`config.mk`:
```
export PLATFORM = sky130hd
export DESIGN_NAME = imem_loader
export DESIGN_NICKNAME = d
export VERILOG_FILES = /design/src/rtl/imem_loader_pkg.sv /design/src/rtl/imem_word_assembler.sv /design/src/rtl/imem_loader.sv
export SDC_FILE = /design/constraint.sdc
export NUM_CORES = 1
export LEC_CHECK = 0
export ABC_AREA = 1
export CAP_MARGIN = 20
export CORE_MARGIN = 2
export CORE_UTILIZATION = 50
export DETAILED_ROUTE_END_ITERATION = 10
export GPL_ROUTABILITY_DRIVEN = 1
export PLACE_DENSITY = 0.83
export SLEW_MARGIN = 20
export SYNTH_ARGS = -nofsm -noshare
export SYNTH_HDL_FRONTEND = slang
export SYNTH_SLANG_ARGS = --single-unit
```
`constraint.sdc`:
```
create_clock -name clk -period 2.66 [get_ports clk]
set_clock_uncertainty 0.1 [all_clocks]
set_input_delay 0.532 -clock clk [delete_from_list [all_inputs] [get_ports clk]]
set_output_delay 0.532 -clock clk [all_outputs]
set_load 0.05 [all_outputs]
```
`src/rtl/imem_loader_pkg.sv`:
```
// Shared constants and FSM encoding for the instruction-memory loader and fetch side.
package imem_loader_pkg;

    localparam int unsigned ADDR_WIDTH     = 16;
    localparam int unsigned INST_WIDTH     = 32;
    localparam int unsigned IMEMORY_SIZE   = 1024;
    localparam int unsigned BYTES_PER_WORD = INST_WIDTH / 8;

    typedef enum logic [1:0] {
        StIdle,
        StRecv,
        StWrite,
        StDone
    } load_state_e;

endpackage

```
`src/rtl/imem_word_assembler.sv`:
```
// Collects bytes little-endian into one instruction word; flags the byte that completes it.
module imem_word_assembler
    import imem_loader_pkg::*;
#(
    parameter int unsigned NumBytes = BYTES_PER_WORD
) (
    input  logic                  clk,
    input  logic                  reset,
    input  logic                  clear,
    input  logic                  byte_valid,
    input  logic [7:0]            byte_data,
    output logic [8*NumBytes-1:0] word_data,
    output logic                  word_complete
);

    localparam int unsigned IdxW = (NumBytes > 1) ? $clog2(NumBytes) : 1;
    localparam logic [IdxW-1:0] LastIdx = IdxW'(NumBytes - 1);

    logic [IdxW-1:0]       idx_q, idx_d;
    logic [8*NumBytes-1:0] word_q, word_d;

    // Next byte index and partial word; byte k lands in bits [8k+7:8k].
    always_comb begin
        idx_d         = idx_q;
        word_d        = word_q;
        word_complete = byte_valid && (idx_q == LastIdx);
        if (clear) begin
            idx_d = '0;
        end else if (byte_valid) begin
            word_d[8*idx_q +: 8] = byte_data;
            idx_d                = word_complete ? '0 : idx_q + 1'b1;
        end
    end

    // Index and partial-word registers; reset discards any half-built word.
    always_ff @(posedge clk or posedge reset) begin
        if (reset) begin
            idx_q  <= '0;
            word_q <= '0;
        end else begin
            idx_q  <= idx_d;
            word_q <= word_d;
        end
    end

    assign word_data = word_q;

endmodule

```
`src/rtl/imem_loader.sv`:
```
// Loads a program byte stream into imem, holding the CPU off until the image is complete.
module imem_loader
    import imem_loader_pkg::*;
(
    input  logic                  clk,
    input  logic                  reset,
    input  logic                  load_start,
    input  logic [ADDR_WIDTH-1:0] load_base,
    input  logic [ADDR_WIDTH:0]   load_count,
    input  logic                  in_valid,
    input  logic [7:0]            in_data,
    output logic                  in_ready,
    output logic                  wr_en,
    output logic [ADDR_WIDTH-1:0] wr_addr,
    output logic [INST_WIDTH-1:0] wr_data,
    output logic                  cpu_hold,
    output logic                  load_done,
    output logic                  load_error
);

    // Bound compared one bit wider than the address so an overflowing increment never wraps low.
    localparam logic [ADDR_WIDTH:0] MemSize = (ADDR_WIDTH + 1)'(IMEMORY_SIZE);

    load_state_e           state_q, state_d;
    logic [ADDR_WIDTH-1:0] addr_q, addr_d;
    logic [ADDR_WIDTH:0]   remain_q, remain_d;
    logic                  error_q, error_d;

    logic                  byte_accept;
    logic                  word_complete;
    logic [INST_WIDTH-1:0] word_data;
    logic [ADDR_WIDTH:0]   next_addr;

    assign byte_accept = (state_q == StRecv) && in_valid;
    assign next_addr   = {1'b0, addr_q} + 1'b1;

    imem_word_assembler #(
        .NumBytes(BYTES_PER_WORD)
    ) u_assembler (
        .clk          (clk),
        .reset        (reset),
        .clear        (state_q != StRecv),
        .byte_valid   (byte_accept),
        .byte_data    (in_data),
        .word_data    (word_data),
        .word_complete(word_complete)
    );

    // Next-state, address/count and error-flag logic.
    always_comb begin
        state_d  = state_q;
        addr_d   = addr_q;
        remain_d = remain_q;
        error_d  = error_q;
        unique case (state_q)
            StIdle: begin
                if (load_start) begin
                    error_d  = 1'b0;
                    addr_d   = load_base;
                    remain_d = load_count;
                    if (load_count == '0) begin
                        state_d = StDone;
                    end else if ({1'b0, load_base} >= MemSize) begin
                        error_d = 1'b1;
                    end else begin
                        state_d = StRecv;
                    end
                end
            end
            StRecv: begin
                if (word_complete) begin
                    state_d = StWrite;
                end
            end
            StWrite: begin
                addr_d   = next_addr[ADDR_WIDTH-1:0];
                remain_d = remain_q - 1'b1;
                if (remain_q == (ADDR_WIDTH + 1)'(1)) begin
                    state_d = StDone;
                end else if (next_addr >= MemSize) begin
                    error_d = 1'b1;
                    state_d = StIdle;
                end else begin
                    state_d = StRecv;
                end
            end
            StDone: begin
                state_d = StIdle;
            end
            default: begin
                state_d = StIdle;
            end
        endcase
    end

    // State, address, remaining-count and sticky-error registers.
    always_ff @(posedge clk or posedge reset) begin
        if (reset) begin
            state_q  <= StIdle;
            addr_q   <= '0;
            remain_q <= '0;
            error_q  <= 1'b0;
        end else begin
            state_q  <= state_d;
            addr_q   <= addr_d;
            remain_q <= remain_d;
            error_q  <= error_d;
        end
    end

    // All outputs decode registered state only, so in_ready has no path from in_valid.
    assign in_ready   = (state_q == StRecv);
    assign wr_en      = (state_q == StWrite);
    assign wr_addr    = addr_q;
    assign wr_data    = word_data;
    assign cpu_hold   = (state_q != StIdle);
    assign load_done  = (state_q == StDone);
    assign load_error = error_q;

endmodule

```
# [After elaboration in Yosys (flattened, before gate mapping)]
# Cells that the tools add are included.
[totals] ff_bits=70 input_bits=45 romBits=0 mem_bits_rw=0 latchBits=0 n_memories=0 out_inout_bits=53
[op_classes] magnitude_cmp=2 n_shift=2 muxes=21 addsub=4 mul=0 n_bitwise=1 reduce_logical=11 div_mod_pow=0 n_eq_ne=11
[ops] op="5-bit negation with 34-bit output" n=1
[ops] op="17-bit case mux with 2 select lines" n=1
[ops] op="8-bit by 34-bit variable shift with 32-bit output, first input constant" n=1
[ops] op="8-bit by 34-bit indexed part select with 32-bit output" n=1
[ops] op="32-bit bitwise mux" n=1
[ops] op="16-bit case mux with 2 select lines" n=1
[ops] op="16-bit by 1-bit adder with 17-bit output, second input constant" n=1
[ops] op="17-bit by 1-bit equality test with 1-bit output, second input constant" n=1
[ops] op="17-bit by 11-bit >= comparator with 1-bit output, second input constant" n=1
[ops] op="17-bit logical NOT" n=1
[ops] op="17-bit 2-to-1 mux" n=1
[ops] op="17-bit by 1-bit subtractor with 17-bit output, second input constant" n=1
[ops] op="16-bit by 11-bit >= comparator with 1-bit output, second input constant" n=1
[ops] op="16-bit 2-to-1 mux" n=1
[ops] op="2-bit 2-to-1 mux" n=8
[ops] op="2-bit case mux with 4 select lines" n=1
[ops] op="2-bit equality test, second input constant" n=3
[ops] op="1-bit 2-to-1 mux" n=6
[ops] op="2-bit by 1-bit != test with 1-bit output, second input constant" n=3
[ops] op="2-bit nonzero test" n=3
[ops] op="2-bit != test, second input constant" n=2
[ops] op="2-bit AND reduction" n=2
[ops] op="4-bit AND reduction" n=1
[ops] op="3-bit != test, second input constant" n=1
[ops] op="other kinds (7)" n=8

# [Longest topological paths before layout]
# Gate-level depths: netlist (run 1).
[logic_depth] depth_word=6 mapped_depth=12 depth_no_buf=12

# [Hierarchy]
# A second synthesis (run 1) with hierarchy kept.
[hier_totals] hier_cells=537 hier_area_um2=4067.7
[modules_own_cells] module="imem_loader" area_each_um2=2408.6 cells_per_inst=347 instances=1
[modules_own_cells] module="imem_word_assembler" area_each_um2=1659.1 cells_per_inst=190 instances=1

# [Worst setup path before layout (run 1)]
# OpenSTA, ideal clock, no wires.
[synth_timing] kind="reg2reg" start="register u_assembler.idx_q[0]" end="register u_assembler.word_q[0], in the netlist u_assembler.word_data[0]" path_buffers=2 arrival_ps=1893 t_required_ps=2493 synth_period_minus_slack_ps=2060 path_slack_ps=600 stages_incl_launch_ff=8 cell_sequence="dfrtp_1 -> clkbuf_1 -> inv_1 -> ha_1 -> clkbuf_1 -> nor3_1 -> nand3_1 -> nand2_1"
[synth_via] elab_chain_cells=3 word_cells_on_any_way=4 classes_between="1 x add/sub; 2 x shift; 1 x mux"
[synth_rtl] element="start, declared" line="imem_word_assembler.sv:19" source="logic [IdxW-1:0] idx_q, idx_d;"
[synth_rtl] element="start signal, assigned" line="imem_word_assembler.sv:41" source="idx_q <= idx_d;"
[synth_rtl] element="5-bit negation with 34-bit output *" line="imem_word_assembler.sv:30" source="word_d[8*idx_q +: 8] = byte_data;"
[synth_rtl] element="8-bit by 34-bit indexed part select with 32-bit output or 8-bit by 34-bit variable shift with 32-bit output (tied branches)" line="imem_word_assembler.sv:30"
[synth_rtl] element="32-bit bitwise mux *" line="imem_word_assembler.sv:30"
[synth_rtl] element="end signal, assigned" line="imem_word_assembler.sv:42" source="word_q <= word_d;"
[synth_rtl] element="end, declared" line="imem_word_assembler.sv:20" source="logic [8*NumBytes-1:0] word_q, word_d;"
# Every way passes the cells marked *; elsewhere a longest branch is shown, timed or not.
# A chain may end at the register's enable or synchronous reset.

# [Worst setup path in the final report (run 1)]
[layout_timing] start="register state_q[1]" end="output in_ready"
[layout_via] elab_chain_cells=1
[layout_rtl] element="start, declared" line="imem_loader.sv:24" source="load_state_e state_q, state_d;"
[layout_rtl] element="start signal, assigned" line="imem_loader.sv:99" source="state_q <= StIdle;"
[layout_rtl] element="start signal, assigned" line="imem_loader.sv:104" source="state_q <= state_d;"
[layout_rtl] element="2-bit by 1-bit equality test with 1-bit output" line="imem_loader.sv:112" source="assign in_ready = (state_q == StRecv);"
[layout_rtl] element="end, declared" line="imem_loader.sv:12" source="output logic in_ready,"
# Every way passes these cells.

==> results of run 1 <==
[sequential cells by signal, indices dropped and copies added, names as in the netlist]
signal,flops
state_q,2
load_error,1
remain_q,17
wr_addr,16
u_assembler.idx_q,2
u_assembler.word_data,32
[layer usage]
metal  vias to the layer above  wire length (um)  GRT usage
li1                       1980                 -          -
met1                      1898              4606     0.3339
met2                       199              5243     0.4351
met3                        23               924    0.06661
met4                         0               229    0.08575
met5                         -                 0          0
[where the power goes]
| group | switching (uW) | internal, uW | leakage, uW |
|---|---|---|---|
| logic | 2330 | 1070 | 0.00143 |
| clock network | 433 | 368 | 0.0000889 |
| registers | 419 | 1460 | 0.000906 |
[kinds of logic (layout without fill, tap and decap cells)]
kind of cell | count (synthesis) | after routing | synth area share
buffers and inverters | 73 | 177 | 0.07469
flip-flops | 70 | 70 | 0.4321
AND/OR/NAND/NOR | 286 | 286 | 0.3167
AO/OA/AOI/OAI | 89 | 89 | 0.1380
adder cells (fa/ha/maj) | 9 | 9 | 0.02778
XOR/XNOR | 5 | 5 | 0.01080
[cell usage after synthesis (all sizes together), types with 3 or more instances]
| master | instances | share of area |
|---|---|---|
| o31ai | 6 | 0.011 |
| nand3 | 59 | 0.073 |
| a21oi | 6 | 0.0074 |
| dfrtp | 70 | 0.43 |
| inv | 57 | 0.053 |
| nand2 | 142 | 0.13 |
| o21ai | 51 | 0.068 |
| nand4 | 16 | 0.025 |
| o221ai | 6 | 0.013 |
| nor2 | 59 | 0.070 |
| o311ai | 3 | 0.0065 |
| clkbuf | 7 | 0.0065 |
| buf | 9 | 0.015 |
| o211ai | 12 | 0.022 |
| nor3 | 8 | 0.011 |
| xor2 | 4 | 0.0086 |
| ha | 9 | 0.028 |
[area by class of cell]
class,count,area share
inverters,57,0.04074
clock buffers,10,0.02591
clock inverters,6,0.008714
well taps,102,0.02402
repair buffers,104,0.1945
multi-input cells,389,0.3764
flip-flops and latches,70,0.3297
[worst max-delay path by stage]
stage                           start                 endpoint  cells after the start
2_1_floorplan                   reset   load_error$_DFFE_PP0P_                      1
3_3_place_gp               load_start   load_error$_DFFE_PP0P_                      8
3_5_place_dp               load_start  remain_q[5]$_DFFE_PP0P_                      8
4_1_cts        state_q[1]$_DFFE_PP0P_                 in_ready                      2
5_1_grt        state_q[1]$_DFFE_PP0P_                 in_ready                      2
6_report       state_q[1]$_DFFE_PP0P_                 in_ready                      2
[worst max-delay path: stages (launching register included)]
cell             delay (ns)
dfrtp_1                0.44
nor2_2                 0.25
clkdlybuf4s50_1        0.85
[per-stage QoR]
step                      area (um2)  power, uW
final                           5313       6080
after global routing            5313       6484
after CTS                       5313       6072
after detailed placement        5129       5247
after global placement          5129       5180
after floorplan                 4054       4184
==> results_dict.tcl, run 1 <==
set metrics [dict create \
    grt_pass1_vias 3953 \
    rows 32 \
    regArea_um2 1752 \
    pre_cts_ws_ns 0.3839 \
    cp.required_ns 2.03 \
    fin_tns_setup_ns 0 \
    vias_per_cell 5.556 \
    criticalPathCategory "flip-flop to primary output" \
    grt_max_degree 29 \
    die_w_um 94.05 \
    synthFlopType "dfrtp_1" \
    layout_worst_path_cycle_share 0.9459 \
    r2r_cells 6 \
    fin_cells 738 \
    clk_latency_ns 0.36 \
    routedWlPerCell_um 14.91 \
    final_util 0.6804 \
    final_cell_mix "137 x nand2_1, 96 x clkdlybuf4s50_1, 70 x dfrtp_1" \
    cts_setup_buffers 0 \
    fillers 682 \
    hpwl_mm 8.093 \
    ys_ff_latch 70 \
    area_growth_pct 31.05 \
    insertedDiodeCount 0 \
    grt_pass1_wl_mm 18.35 \
    die_y_um 94.05 \
    antenna_found_initial 0 \
    numCtsBuffers 9 \
    port_buffers 97 \
    hp-class "primary input to asynchronous set/reset pin" \
    layout_min_cycle_time_ns 2.516 \
    cts_tree "yes" \
    final_common_cell "nand2_1" \
    grt-ovfl-total 0 \
    htreeDepth 3 \
    initial_core_util 0.5192 \
    netlist_area_um2 4054 \
    rrSetupSlack_ns 0.68 \
    cap_violations 0 \
    dr.pass1.iters 5 \
    path_max_fanout 5 \
    multi_input_area_um2 1999 \
    grt_use_total 0.2619 \
    timing.final.max_slew_violations 0 \
    fmax_mhz 397.5 \
    gp_congestion 0.9333 \
    yosysWarnings 0 \
    leakage_uw 0.002423 \
    worst_slack_ns 0.1440 \
    vias 4100 \
    fin_nets 685 \
    reg2reg_to "remain_q[5]$_DFFE_PP0P_" \
    avgSynthCellArea_um2 7.620 \
    syn-num-nets 586 \
    p_per_area_nw_per_um2 1144 \
    crit_arrival_ns 1.88 \
    ys_async_sr_fraction 1.000 \
    synth_cells 532 \
    synth_edf_count 0 \
    hold_viol 0 \
    rsz0062_at_grt "false" \
    hold_buffers 0 \
    relSlewSlack 0.6364 \
    vdd_drop_max_uv 723.5 \
    clock-sinks 70 \
    r2r_start "state_q[0]$_DFFE_PP0P_" \
    fp.dieArea_um2 8844 \
    core_area_um2 7807 \
    drc 0 \
    yosysSeqAreaShare 0.4321 \
    cts.path.max_buffers 2 \
    worst_pin_slew_ns 0.5437 \
    ys_types 34 \
    cp-end-kind "primary output" \
    cts.clk_slew.worst_paths_ns 0.08 \
    setup_viol 0 \
    hold_slack_ns 0.3640 \
    cp-start-kind "flip-flop" \
    dp_cells 722 \
    status "completed" \
    cts_root_buf "clkbuf_8" \
    layout-drive-gt1-share 0.09277 \
    routed_wl_mm 11.00 \
    drt-initial-drc-count 226 \
    ant_nets 0 \
    cts_resized 0 \
    ioPinCount 98 \
]
Power figures use the tool's default switching activity.
==> inputs of run 2 (changes only) <==
--- a/config.mk
+++ b/config.mk
@@ -9,9 +9,10 @@
 export CAP_MARGIN = 20
 export CORE_MARGIN = 2
 export CORE_UTILIZATION = 50
+export CTS_BUF_LIST = sky130_fd_sc_hd__clkbuf_4 sky130_fd_sc_hd__clkbuf_8 sky130_fd_sc_hd__clkbuf_16
 export DETAILED_ROUTE_END_ITERATION = 10
 export GPL_ROUTABILITY_DRIVEN = 1
-export PLACE_DENSITY = 0.83
+export PLACE_DENSITY = 0.81
 export SLEW_MARGIN = 20
 export SYNTH_ARGS = -nofsm -noshare
 export SYNTH_HDL_FRONTEND = slang
==> results_dict.tcl, run 2 (synthesis gave the netlist of run 1 again) <==
set metrics [dict create \
    status "completed" \
    die_y_um 94.05 \
    routed_wl_mm 11.26 \
    port_buffers 97 \
    startpoint "state_q[1]$_DFFE_PP0P_" \
    grt_max_degree 71 \
    vdd_drop_max_uv 745.2 \
    cts.path.max_buffers 2 \
    cts_tree "yes" \
    r2r_cells 9 \
    cp-start-kind "flip-flop" \
    design_area_um2 5343 \
    cts_setup_buffers 0 \
    core_area_um2 7807 \
    layout_min_cycle_time_ns 2.499 \
    ant_nets 0 \
    fin_tns_setup_ns 0 \
    hpwl_mm 8.127 \
    worst_pin_slew_ns 0.5460 \
    final_cell_mix "137 x nand2_1, 96 x clkdlybuf4s50_1, 70 x dfrtp_1" \
    min_to "u_assembler.word_data[29]$_DFFE_PP0P_" \
    clk_latency_ns 0.35 \
    layout_worst_path_cycle_share 0.9393 \
    grt_pass1_wl_mm 18.41 \
    gp_congestion 0.9760 \
    relSlewSlack 0.6349 \
    setup_viol 0 \
    initial_core_util 0.5192 \
    cap_violations 0 \
    area_growth_pct 31.79 \
    met3_usage 0.05377 \
    dp_cells 721 \
    rsz0062_at_grt "false" \
    hold_viol 0 \
    pre_cts_ws_ns 0.2733 \
    hp-class "flip-flop to flip-flop" \
    leakage_uw 0.002432 \
    cp-end-kind "primary output" \
    final_common_cell "nand2_1" \
    cp.required_ns 2.03 \
    fin_nets 684 \
    fmax_mhz 400.2 \
    fp.dieArea_um2 8844 \
    hold_start "u_assembler.word_data[29]$_DFFE_PP0P_" \
    fin_cells 737 \
    layout-drive-gt1-share 0.09134 \
    vias 4129 \
    grt_use_total 0.2650 \
    cts_root_buf "clkbuf_8" \
    antenna_found_initial 0 \
    placed_area_um2 5134 \
    r2r_start "state_q[0]$_DFFE_PP0P_" \
    clock-sinks 70 \
    crit_buf_inv 1 \
    worst_slack_ns 0.1615 \
    grt_util_met1 0.3375 \
    critPathMaxStageDelay_ns 0.87 \
    rows 32 \
    cp_slowest_cell "clkdlybuf4s50_1" \
    insertedDiodeCount 0 \
    crit_arrival_ns 1.87 \
    rrSetupSlack_ns 0.64 \
    timing.final.max_slew_violations 0 \
    numCtsBuffers 9 \
    criticalPathCategory "flip-flop to primary output" \
    path_max_fanout 5 \
    die_w_um 94.05 \
    use_met2 0.4315 \
    largest_reg_flops 32 \
    hold_buffers 0 \
    htreeDepth 3 \
    grt_pass1_vias 3938 \
    ioPinCount 98 \
    cts_resized 0 \
    hold_depth 2 \
    vias_per_cell 5.602 \
    crit_family "buffers and inverters" \
    cts.clk_slew.worst_paths_ns 0.08 \
    p_per_area_nw_per_um2 1159 \
    finalPower_uw 6193 \
    grt_busiest_layer "met2" \
    grt-ovfl-total 0 \
    drt-initial-drc-count 275 \
    reg2reg_to "remain_q[5]$_DFFE_PP0P_" \
    drc 0 \
    path_cells "nor2_2, clkdlybuf4s50_1" \
    routedWlPerCell_um 15.28 \
    dr.pass1.iters 5 \
]
[run 2: changes by cell type in the layout (fill, tap and decap cells not counted), sizes merged]
| cell | delta |
|---|---|
| buf | -1 |
| bufinv | +1 |
| clkbuf | +1 |
| clkinv | -2 |
| clkinvlp | +1 |
| inv | -1 |
[run 2: where the power goes]
group          switching, uW  total [uW]  leakage [uW]  internal [uW]
logic                   2330        3420       0.00143           1080
clock network            426         908     0.0000976            482
registers                414        1870      0.000906           1460
[run 2: metrics by stage]
step / hold slack (ns) / util
finish: 0.3898 / 0.6843
global route: 0.4137 / 0.6843
CTS: 0.3953 / 0.6843
detailed placement: 0.3738 / 0.6575
global placement: 0.3723 / 0.6575
floorplan: 0.3941 / -
[run 2: worst max-delay path by stage]
stage / endpoint / slack (ns) / cells after the start
after floorplan: load_error$_DFFE_PP0P_ / 0.26 / 1
after global placement: load_error$_DFFE_PP0P_ / 0.31 / 8
after detailed placement: load_error$_DFFE_PP0P_ / 0.27 / 8
after CTS: in_ready / 0.15 / 2
after global routing: in_ready / 0.09 / 2
final: in_ready / 0.16 / 2
[run 2: layer usage]
| layer | part of all wire | vias to the layer above |
|---|---|---|
| met5 | 0 | - |
| met4 | 0.027 | 0 |
| met3 | 0.075 | 35 |
| met2 | 0.47 | 194 |
| met1 | 0.43 | 1920 |
| li1 | - | 1980 |
[run 2: final cells by class]
type	count	area, um2
Fill cell	689	2465
Clock inverter	5	57.56
Timing Repair Buffer	103	1039
Tap cell	102	127.6
Inverter	57	216.5
Sequential cell	70	1752
Multi-Input combinational cell	389	1999
Clock buffer	11	151.4
[run 2: worst register-to-register path: stages, from the launching register on]
cell	delay [ns]
dfrtp_1	0.40
inv_2	0.08
nand2_2	0.26
inv_4	0.21
nor2_4	0.30
nor2_8	0.08
inv_2	0.26
nand2_1	0.10
nand2_1	0.06
o21ai_0	0.07
